==> src/rtl/ps2_host_tx.sv <==
// PS/2 host-to-device transmitter: inhibit, request-to-send, device-clocked shift-out, ACK check.
// Optional build macro PS2_TX_RETRY_EN: up to two automatic re-sends after NACK or timeout.
//
// state     | meaning
// IDLE      | ready for a command byte, both lines released
// INHIBIT   | hold ps2_clk low; data pulled low in the final cycle
// RTS       | clock released, start bit (data low) driven
// SHIFT     | data/parity/stop presented on each device clock fall
// ACK       | lines released, sample device ACK on the next fall
// WAIT_IDLE | wait for clock and data high, then report result
module ps2_host_tx #(
  parameter int CLK_FREQ_HZ = 60_000_000,
  parameter int INHIBIT_US  = 100,
  parameter int TIMEOUT_CYC = 900_000,
  parameter int FILTER_LEN  = 8
) (
  input  logic       clk60MHz,
  input  logic       rst,
  input  logic [7:0] tx_data,
  input  logic       tx_valid,
  output logic       tx_ready,
  output logic       tx_done,
  output logic       tx_err,
  output logic       busy,
  output logic       rx_inhibit,
  input  logic       ps2_clk_in,
  input  logic       ps2_data_in,
  output logic       ps2_clk_oe,
  output logic       ps2_data_oe
);

  localparam int INHIBIT_CYC = CLK_FREQ_HZ / 1_000_000 * INHIBIT_US;
  localparam int INH_W = (INHIBIT_CYC > 1) ? $clog2(INHIBIT_CYC) : 1;
  localparam logic [INH_W-1:0] INH_LOAD = INH_W'(INHIBIT_CYC - 1);
  localparam int FLT_W = $clog2(FILTER_LEN + 1);
  localparam logic [FLT_W-1:0] FLT_LAST = FLT_W'(FILTER_LEN - 1);
  localparam logic [19:0] TO_LIM = 20'(TIMEOUT_CYC);

  localparam logic [2:0] S_IDLE    = 3'd0;
  localparam logic [2:0] S_INHIBIT = 3'd1;
  localparam logic [2:0] S_RTS     = 3'd2;
  localparam logic [2:0] S_SHIFT   = 3'd3;
  localparam logic [2:0] S_ACK     = 3'd4;
  localparam logic [2:0] S_WAIT    = 3'd5;

  logic [1:0] sync1_q, sync2_q, filt;
  logic       clk_prev_q;
  logic       clk_filt, data_filt, clk_fall;

  always_ff @(posedge clk60MHz or negedge rst) begin
    if (!rst) begin
      sync1_q <= 2'b11;
      sync2_q <= 2'b11;
    end else begin
      sync1_q <= {ps2_data_in, ps2_clk_in};
      sync2_q <= sync1_q;
    end
  end

  // A new level is taken only after FILTER_LEN consecutive differing samples.
  for (genvar g = 0; g < 2; g++) begin : g_flt
    logic [FLT_W-1:0] cnt_q, cnt_d;
    logic             lvl_q, lvl_d;

    always_comb begin
      cnt_d = '0;
      lvl_d = lvl_q;
      if (sync2_q[g] != lvl_q) begin
        if (cnt_q == FLT_LAST) lvl_d = sync2_q[g];
        else cnt_d = cnt_q + FLT_W'(1);
      end
    end

    always_ff @(posedge clk60MHz or negedge rst) begin
      if (!rst) begin
        cnt_q <= '0;
        lvl_q <= 1'b1;
      end else begin
        cnt_q <= cnt_d;
        lvl_q <= lvl_d;
      end
    end

    assign filt[g] = lvl_q;
  end

  assign clk_filt  = filt[0];
  assign data_filt = filt[1];

  always_ff @(posedge clk60MHz or negedge rst) begin
    if (!rst) clk_prev_q <= 1'b1;
    else      clk_prev_q <= clk_filt;
  end

  assign clk_fall = clk_prev_q & ~clk_filt;

  logic [2:0]       state_q, state_d;
  logic [10:0]      frame_q, frame_d;
  logic [3:0]       bit_idx_q, bit_idx_d;
  logic [INH_W-1:0] inh_cnt_q, inh_cnt_d;
  logic [19:0]      to_cnt_q, to_cnt_d;
  logic             ack_ok_q, ack_ok_d;
  logic             timed, to_hit, done_c, fail_c, err_c;
`ifdef PS2_TX_RETRY_EN
  logic [7:0]       data_q, data_d;
  logic [1:0]       retry_q, retry_d;
`endif

  always_comb begin
    state_d   = state_q;
    frame_d   = frame_q;
    bit_idx_d = bit_idx_q;
    inh_cnt_d = inh_cnt_q;
    to_cnt_d  = to_cnt_q;
    ack_ok_d  = ack_ok_q;
    timed     = 1'b0;
    to_hit    = 1'b0;
    done_c    = 1'b0;
    fail_c    = 1'b0;
    err_c     = 1'b0;
`ifdef PS2_TX_RETRY_EN
    data_d    = data_q;
    retry_d   = retry_q;
`endif

    case (state_q)
      S_IDLE: begin
        to_cnt_d = '0;
        if (tx_valid) begin
          // frame LSB first: start(0), data[7:0], odd parity, stop(1)
          frame_d   = {1'b1, ~^tx_data, tx_data, 1'b0};
          inh_cnt_d = INH_LOAD;
          bit_idx_d = '0;
          state_d   = S_INHIBIT;
`ifdef PS2_TX_RETRY_EN
          data_d    = tx_data;
          retry_d   = '0;
`endif
        end
      end
      S_INHIBIT: begin
        if (inh_cnt_q == '0) begin
          state_d  = S_RTS;
          to_cnt_d = '0;
        end else begin
          inh_cnt_d = inh_cnt_q - INH_W'(1);
        end
      end
      S_RTS: begin
        timed     = 1'b1;
        bit_idx_d = '0;
        state_d   = S_SHIFT;
      end
      S_SHIFT: begin
        timed = 1'b1;
        if (clk_fall) begin
          if (bit_idx_q == 4'd10) begin
            state_d = S_ACK;
          end else begin
            bit_idx_d = bit_idx_q + 4'd1;
            frame_d   = {1'b1, frame_q[10:1]};
          end
        end
      end
      S_ACK: begin
        timed = 1'b1;
        if (clk_fall) begin
          ack_ok_d = ~data_filt;
          state_d  = S_WAIT;
        end
      end
      S_WAIT: begin
        timed = 1'b1;
        if (clk_filt && data_filt) begin
          state_d = S_IDLE;
          if (ack_ok_q) done_c = 1'b1;
          else          fail_c = 1'b1;
        end
      end
      default: state_d = S_IDLE;
    endcase

    if (timed) to_cnt_d = clk_fall ? 20'd0 : to_cnt_q + 20'd1;

    // A completed ACK/NACK in the same cycle takes precedence over the timeout.
    if (timed && (to_cnt_q == TO_LIM) && !done_c && !fail_c) begin
      to_hit  = 1'b1;
      fail_c  = 1'b1;
      state_d = S_IDLE;
    end

    if (fail_c) begin
`ifdef PS2_TX_RETRY_EN
      if (retry_q != 2'd2) begin
        retry_d   = retry_q + 2'd1;
        frame_d   = {1'b1, ~^data_q, data_q, 1'b0};
        inh_cnt_d = INH_LOAD;
        bit_idx_d = '0;
        state_d   = S_INHIBIT;
      end else begin
        err_c = 1'b1;
      end
`else
      err_c = 1'b1;
`endif
    end
  end

  always_ff @(posedge clk60MHz or negedge rst) begin
    if (!rst) begin
      state_q   <= S_IDLE;
      frame_q   <= '1;
      bit_idx_q <= '0;
      inh_cnt_q <= '0;
      to_cnt_q  <= '0;
      ack_ok_q  <= 1'b0;
`ifdef PS2_TX_RETRY_EN
      data_q    <= '0;
      retry_q   <= '0;
`endif
    end else begin
      state_q   <= state_d;
      frame_q   <= frame_d;
      bit_idx_q <= bit_idx_d;
      inh_cnt_q <= inh_cnt_d;
      to_cnt_q  <= to_cnt_d;
      ack_ok_q  <= ack_ok_d;
`ifdef PS2_TX_RETRY_EN
      data_q    <= data_d;
      retry_q   <= retry_d;
`endif
    end
  end

  assign tx_ready   = (state_q == S_IDLE);
  assign busy       = ~tx_ready;
  assign rx_inhibit = busy;
  assign tx_done    = done_c;
  assign tx_err     = err_c;

  assign ps2_clk_oe  = (state_q == S_INHIBIT);
  assign ps2_data_oe = ~to_hit &
                       (((state_q == S_INHIBIT) && (inh_cnt_q == '0)) ||
                        (((state_q == S_RTS) || (state_q == S_SHIFT)) && !frame_q[0]));

endmodule

==> config.mk <==
export PLATFORM = sky130hd
export DESIGN_NAME = ps2_host_tx
export DESIGN_NICKNAME = d
export VERILOG_FILES = /design/src/rtl/ps2_host_tx.sv
export SDC_FILE = /design/constraint.sdc
export NUM_CORES = 1
export LEC_CHECK = 0
export CAP_MARGIN = 20
export CORE_ASPECT_RATIO = 0.75
export CORE_MARGIN = 2
export CORE_UTILIZATION = 30
export CTS_CLUSTER_DIAMETER = 100
export CTS_CLUSTER_SIZE = 30
export DETAILED_ROUTE_END_ITERATION = 10
export PLACE_DENSITY = 0.45
export SLEW_MARGIN = 30
export SYNTH_ARGS = -nofsm -noshare
export SYNTH_HDL_FRONTEND = slang
export SYNTH_SLANG_ARGS = --single-unit
==> constraint.sdc <==
create_clock -name clk60MHz -period 2.2 [get_ports clk60MHz]
set_input_delay 0.22 -clock clk60MHz [delete_from_list [all_inputs] [get_ports clk60MHz]]
set_output_delay 0.22 -clock clk60MHz [all_outputs]
set_load 0.03 [all_outputs]
==> results of run 1 <==
-- critical path: cells and delay by family, from the launching register on --
| family | cells | cell delay, ps |
|---|---|---|
| AOI/OAI and AO/OA | 1 | 70 |
| adders and majority gates | 1 | 160 |
| buffers and inverters | 2 | 210 |
| DFF | 1 | 400 |
| and+or+nand+nor | 4 | 1040 |
-- flip-flops by register name, indices dropped and copies added, names as in the netlist, 2 cells and up --
signal	cells
state_q	3
sync2_q	2
to_cnt_q	20
bit_idx_q	4
g_flt.cnt_q	8
inh_cnt_q	13
sync1_q	2
frame_q	10
-- stage by stage --
step	hold slack [ps]	utilization	total power, uW	instance area, um2	TNS [ps]
CTS	268	0.375	3290	4310	-499
global route	275	0.383	3380	4400	-5080
global placement	299	0.345	1670	3960	0
detailed placement	306	0.345	1670	3960	0
finish	286	0.383	3230	4400	-3220
floorplan	-75.6	-	1570	3500	-5.96
-- logic make-up after synthesis --
logic type | after synthesis | share of synthesized area
AND/OR/NAND/NOR | 177 | 0.252
AO/OA/AOI/OAI | 84 | 0.144
flip-flops | 66 | 0.479
buffers and inverters | 26 | 0.0380
XOR/XNOR | 20 | 0.0502
adder cells (fa/ha/maj) | 7 | 0.0251
multiplexers | 4 | 0.0122
-- area by class of cell --
type,count,share of cell area
Sequential cell,66,0.380
Timing Repair Buffer,49,0.0969
Clock buffer,9,0.0512
Tap cell,144,0.0409
Inverter,10,0.00853
Multi-Input combinational cell,294,0.399
Clock inverter,7,0.0230
-- cells in the final DEF, fill, tap and decap left out, types with 7 or more instances in the layout --
cell type	count
nand3_1	24
dfrtp_1	48
xnor2_1	12
o21ai_1	26
dfstp_2	17
nand4_1	8
and3_1	7
a21oi_1	14
nor2_1	40
nor3_1	14
clkbuf_16	9
clkdlybuf4s50_1	13
buf_4	29
a31oi_1	15
xor2_1	8
o31ai_1	7
inv_1	9
nand2_1	46
-- final timing paths --
path / from / endpoint / cells after the start / slack, ps
max in group asynchronous: rst / data_filt / 3 / 1070
min in group asynchronous: rst / state_q[0] / 2 / 470
hold reg to reg: sync1_q[1] / sync2_q[1] / 0 / 360
hold / removal: ps2_clk_in / sync1_q[0] / 1 / 290
setup / recovery: inh_cnt_q[0] / ps2_data_oe / 8 / -240
setup reg to reg: inh_cnt_q[0] / to_cnt_q[4] / 9 / -190
-- layer usage --
| layer | up-vias | share of wire | GRT usage | wire length, um |
|---|---|---|---|---|
| met5 | - | 0 | 0 | 0 |
| met4 | 0 | 0.0080 | 0.0493 | 66 |
| met3 | 5 | 0.039 | 0.0441 | 321 |
| met2 | 43 | 0.42 | 0.188 | 3490 |
| met1 | 1394 | 0.53 | 0.202 | 4350 |
| li1 | 1472 | - | - | - |
-- synth_stat cells, types with 2 or more instances --
library cell / n / area [um2]
nand3_1: 24 / 120
a21oi_1: 15 / 75.1
ha_1: 7 / 87.6
o21ai_0: 7 / 35.0
a31oi_1: 15 / 93.8
a41oi_1: 2 / 17.5
xor2_1: 8 / 70.1
buf_6: 4 / 45.0
or4_1: 4 / 30.0
o21ai_1: 30 / 150
and3_1: 7 / 43.8
nand4_1: 8 / 50.1
nand2b_1: 3 / 18.8
or3_1: 4 / 25.0
nor4_1: 4 / 25.0
dfstp_2: 17 / 447
nor2_1: 41 / 154
xnor2_1: 12 / 105
nor4b_1: 2 / 17.5
mux2_2: 2 / 22.5
mux2i_1: 2 / 20.0
nor3_1: 15 / 75.1
inv_1: 10 / 37.5
clkbuf_1: 10 / 37.5
and2_1: 4 / 25.0
nor2b_1: 6 / 37.5
nand2_1: 47 / 176
dfrtp_1: 49 / 1230
o31ai_1: 7 / 52.6
-- repair_timing --
| action | in CTS | in global routing |
|---|---|---|
| setup endpoints to repair | 3 | 14 |
| hold buffers | 1 | 0 |
| gates cloned | 0 | 2 |
| endpoints found under the hold margin | 13 | 0 |
| setup buffers | 0 | 5 |
| pin swaps | 0 | 8 |
| resized for setup | 6 | 11 |
-- where the power goes --
group	switching [uW]	internal (uW)
Clock	585	1000
Combinational	128	124
Sequential	72.1	1320
Total	785	2450
==> summary.md, run 1 <==
| Metric | Value |
|---|---|
| Slew margin rel. | `0.549` |
| # Max-Cap Violations | `0` |
| Clock latency on the worst-skew pair | `330 ps` |
| Seq/Total Area, Yosys | `0.479` |
| Final net count | `450` |
| Clock Tree Buf Depth | `2` |
| Hold WC Path Type | `in2reg` |
| Overall Global Routing Usage | `0.138` |
| WS Path Type | `reg2out` |
| Peak supply drop | `0.357 mV` |
| Htree depth | `3` |
| Clk sinks | `66` |
| Setup crit start kind | `register` |
| RSZ-0062 raised after global routing | `yes` |
| Antenna violations before repair | `0` |
| Status | `finished, violations left` |
| Syn nets | `404` |
| Number of synthesized register bits | `66` |
| Leak pwr | `0.00184 uW` |
| Inst Count DP | `555` |
| Clk pin slew, worst setup/hold paths | `60 ps` |
| Root Buffer | `clkbuf_16` |
| DRT Pass-1 Iters | `5` |
| FF/Latch Area | `1670 um2` |
| Fmax achieved | `409 MHz` |
| CP cell instances | `inv_2 -> ha_2 -> or4b_1 -> or3_4 -> nor2_4 -> a21oi_2 -> nor3_4 -> buf_6` |
| Vias post-DR | `2914` |
| Initial Utilization | `0.304` |
| CTS tree | `built` |
| Mapped Area | `3490 um2` |
| Area growth syn-to-layout | `26.1%` |
| Post-synth EDFFs | `0` |
| Biggest cell delay along the critical path | `420 ps` |
| Area of the multi-input gates | `1760 um2` |
| Die Span X | `129 um` |
| Routed vias/inst | `5.03` |
| Violated checks | `setup timing` |
| Final setup margin | `-244 ps` |
| Power Density | `734 nW/um2` |
| YS warnings | `0` |
| Final Slew Violations | `0` |
| First-pass GRT wire length | `13.8 mm` |
| Worst-path fanout max | `4` |
| DRT Wirelength | `8.22 mm` |
| Core ar. | `11500 um2` |
| # setup viols final | `22` |
| Final cell count without fillers | `579` |
| IO buf count | `19` |
| Largest net degree at the start of global routing | `32` |
| Overall die height | `97.4 um` |
| Ratio of cells with drive above 1 in the final layout | `0.200` |
| GRT overflow | `0` |
| Avg Inst Size Synth | `9.09 um2` |
| Num CTS Buffers | `9` |
| DRT iter0 DRCs | `171` |
| Drc violations | `0` |
| Max Clock Skew | `4.99 ps` |
| Ratio of final minimum period to clock period | `1.11` |
| Slew of the pin with the lowest slew margin | `677 ps` |
| I/O Pins | `20` |
| Distinct cells, synth | `47` |
| Crit end category | `output pin` |
| Dominant synthesized flop cell | `dfrtp_1` |
| CP required | `1980 ps` |
| Antenna viol nets, final | `0` |
| GP Congestion | `0.770` |
| Total Die Area | `12500 um2` |
| Fillers | `1174` |
| Pre-CTS WS | `14.7 ps` |
| Antenna Diode Count | `0` |
| # rows | `34` |
| Critical path arrival | `2220 ps` |
| Cells after synthesis | `384` |
| Tmin final | `2440 ps` |
| Post-DP HPWL | `5.41 mm` |
| Final Hold Viols | `0` |
| Slowest CP cell | `or4b_1` |
| Synth async-reset ratio | `1.00` |
| Number of global-route vias before repair | `2795` |
| WL per Instance | `14.2 um` |
Note: power is estimated with default switching activity, not from simulation.
==> inputs of run 2 (changes only) <==
- CORE_ASPECT_RATIO: 0.75 -> unset
- CTS_CLUSTER_SIZE: 30 -> unset
==> run 2 against run 1 <==
The flow still finishes with violations (setup timing). Clock skew up 3.2 ps. Critical path depth unchanged. Die area hardly changed. Non-clock buffer count up 10. Sequential power about the same. Final cell count rose by 1.7%. Combinational power increased by 3%. Maximum frequency rose by 2.1%. Routed wire length up 7.2%. Register-to-register slack gained 210 ps. Sequential cell count is the same. Global-route usage rose by 0.87 points.
==> summary.md, run 2 (synthesis results as in run 1) <==
| Metric | Value |
|---|---|
| Most common library cell in the layout ignoring fill and taps | `dfrtp_1 (unchanged)` |
| WL per Instance | `15.0 um (was 14.2 um)` |
| Commonest cells after routing, fill and taps aside | `dfrtp_1 (48), nand2_1 (47), nor2_1 (40), buf_4 (39), o21ai_1 (28) (was dfrtp_1 (48), nand2_1 (46), nor2_1 (40), buf_4 (29), o21ai_1 (26))` |
| Antenna viol nets, final | `0 (unchanged)` |
| RSZ-0062 raised after global routing | `yes (unchanged)` |
| GRT overflow | `0 (unchanged)` |
| DRT iter0 DRCs | `220 (was 171)` |
| Final cell count without fillers | `589 (was 579)` |
| Largest net degree at the start of global routing | `67 (was 32)` |
| Root Buffer | `clkbuf_16 (unchanged)` |
| Leak pwr | `0.00188 uW (was 0.00184 uW)` |
| # rows | `39 (was 34)` |
| Biggest register | `to_cnt_q (unchanged)` |
| # setup viols final | `1 (was 22)` |
| Die Span X | `112 um (was 129 um)` |
| I/O Pins | `20 (unchanged)` |
| Max reg flops | `20 (unchanged)` |
| Num CTS Buffers | `9 (unchanged)` |
| Antenna Diode Count | `0 (unchanged)` |
| Post-DP HPWL | `5.63 mm (was 5.41 mm)` |
| Final Slew Violations | `0 (unchanged)` |
| Inst Count DP | `559 (was 555)` |
| Final Util | `0.394 (was 0.383)` |
| Antenna violations before repair | `0 (unchanged)` |
| Vias post-DR | `3019 (was 2914)` |
| Ratio of cells with drive above 1 in the final layout | `0.224 (was 0.200)` |
| Biggest regs | `to_cnt_q x20, inh_cnt_q x13, frame_q x10 (unchanged)` |
| Final Hold Viols | `0 (unchanged)` |
| Overall die height | `112 um (was 97.4 um)` |
| Hold WC Path Type | `in2reg (unchanged)` |
| Max Clock Skew | `8.24 ps (was 4.99 ps)` |
| Slew of the pin with the lowest slew margin | `500 ps (was 677 ps)` |
| Area growth syn-to-layout | `28.2% (was 26.1%)` |
| First-pass GRT wire length | `14.7 mm (was 13.8 mm)` |
| Tmin final | `2390 ps (was 2440 ps)` |
| Core ar. | `11400 um2 (was 11500 um2)` |
| Hold Path Depth | `1 (unchanged)` |
| Initial Utilization | `0.307 (was 0.304)` |
| GP Congestion | `0.787 (was 0.770)` |
| Overall Global Routing Usage | `0.146 (was 0.138)` |
| Final net count | `461 (was 450)` |
| Crit end category | `output pin (unchanged)` |
| Fmax achieved | `418 MHz (was 409 MHz)` |
| Clock Tree Buf Depth | `2 (unchanged)` |
| CP required | `1980 ps (about the same)` |
| Violated checks | `setup timing (unchanged)` |
| Worst-path fanout max | `2 (was 4)` |
| Clk sinks | `66 (unchanged)` |
| Clock latency on the worst-skew pair | `340 ps (was 330 ps)` |
| Setup crit start kind | `register (unchanged)` |
| Slew margin rel. | `0.666 (was 0.549)` |
| WS Path Type | `reg2out (unchanged)` |
| Drc violations | `0 (unchanged)` |
| # Max-Cap Violations | `0 (unchanged)` |
| Number of global-route vias before repair | `2971 (was 2795)` |
| Total Die Area | `12500 um2 (about the same)` |
| DRT Pass-1 Iters | `4 (was 5)` |
| Htree depth | `3 (unchanged)` |
| Power Density | `661 nW/um2 (was 734 nW/um2)` |
| Clk pin slew, worst setup/hold paths | `50 ps (was 60 ps)` |
| Routed vias/inst | `5.13 (was 5.03)` |
| DRT Wirelength | `8.82 mm (was 8.22 mm)` |
| Critical path arrival | `2170 ps (was 2220 ps)` |
| Final setup margin | `-194 ps (was -244 ps)` |
| Peak supply drop | `0.281 mV (was 0.357 mV)` |
| IO buf count | `19 (unchanged)` |
| Ratio of final minimum period to clock period | `1.09 (was 1.11)` |
| Worst reg2reg path depth | `8 (was 9)` |
| CTS tree | `built (unchanged)` |
| Status | `finished, violations left (unchanged)` |
run 2: cell count changes in the layout (fill, tap and decap cells not counted), moves of 2 or more:
cell and change:
a22o_4 +2, bufinv_16 -2, clkbuf_1 +3, clkinv_2 +3
buf_4 +10, clkinvlp_4 -2, o21ai_2 -2, o21ai_1 +2
inv_6 -2
run 2: repair_timing:
item / 4_1_cts / 5_1_grt
resized for setup: 19 / 6
hold buffers: 1 / 0
hold endpoints to repair: 49 / 0
endpoints found under the setup margin: 3 / 23
pin swaps: 24 / 6
setup buffers: 8 / 2
gates cloned: 0 / 3
run 2: path summary, 6_finish.rpt:
| kind | start | to | slack, ps |
|---|---|---|---|
| max | inh_cnt_q[1] | ps2_data_oe | -190 |
| min | ps2_data_in | sync1_q[1] | 290 |
| max reg2reg | inh_cnt_q[1] | to_cnt_q[14] | 20 |
| min reg2reg | sync1_q[0] | sync2_q[0] | 360 |
| max in group asynchronous | rst | clk_filt | 1410 |
| min in group asynchronous | rst | inh_cnt_q[5] | 420 |
run 2: per-stage QoR:
step | TNS [ps] | area [um2] | setup WS, ps | power [uW] | hold slack (ps)
final | -194 | 4480 | -194 | 2960 | 289
after detailed placement | 0 | 4000 | 33.3 | 1680 | 273
after global routing | -649 | 4480 | -270 | 3110 | 287
after floorplan | -5.96 | 3500 | -5.96 | 1570 | -75.6
after global placement | 0 | 4000 | 79.0 | 1670 | 275
after CTS | -1080 | 4400 | -310 | 3000 | 277
run 2: cell type report:
type	count	area [um2]
Fill cell	1143	6890
Multi-Input combinational cell	295	1820
Sequential cell	66	1670
Timing Repair Buffer	59	498
Clock buffer	13	250
Tap cell	143	179
Inverter	10	37.5
Clock inverter	3	15.0
run 2: critical path, cell delays in order, from the launching register on:
cell and delay (ps):
dfrtp_1 390, inv_2 80, ha_4 130, or4b_1 420
or3_4 360, nor2_4 90, a21oi_2 70, nor3_4 170
buf_6 150
run 2: routing by layer:
metal / GRT usage / vias to the layer above / part of all wire
li1: - / 1496 / -
met1: 0.202 / 1449 / 0.50
met2: 0.221 / 58 / 0.44
met3: 0.0305 / 16 / 0.037
met4: 0.0667 / 0 / 0.023
met5: 0 / - / 0
run 2: report_power, final:
part / total (uW) / internal, uW / switching (uW)
Sequential: 1400 / 1320 / 74.2
Combinational: 260 / 126 / 134
Clock: 1300 / 788 / 515
Total: 2960 / 2240 / 723
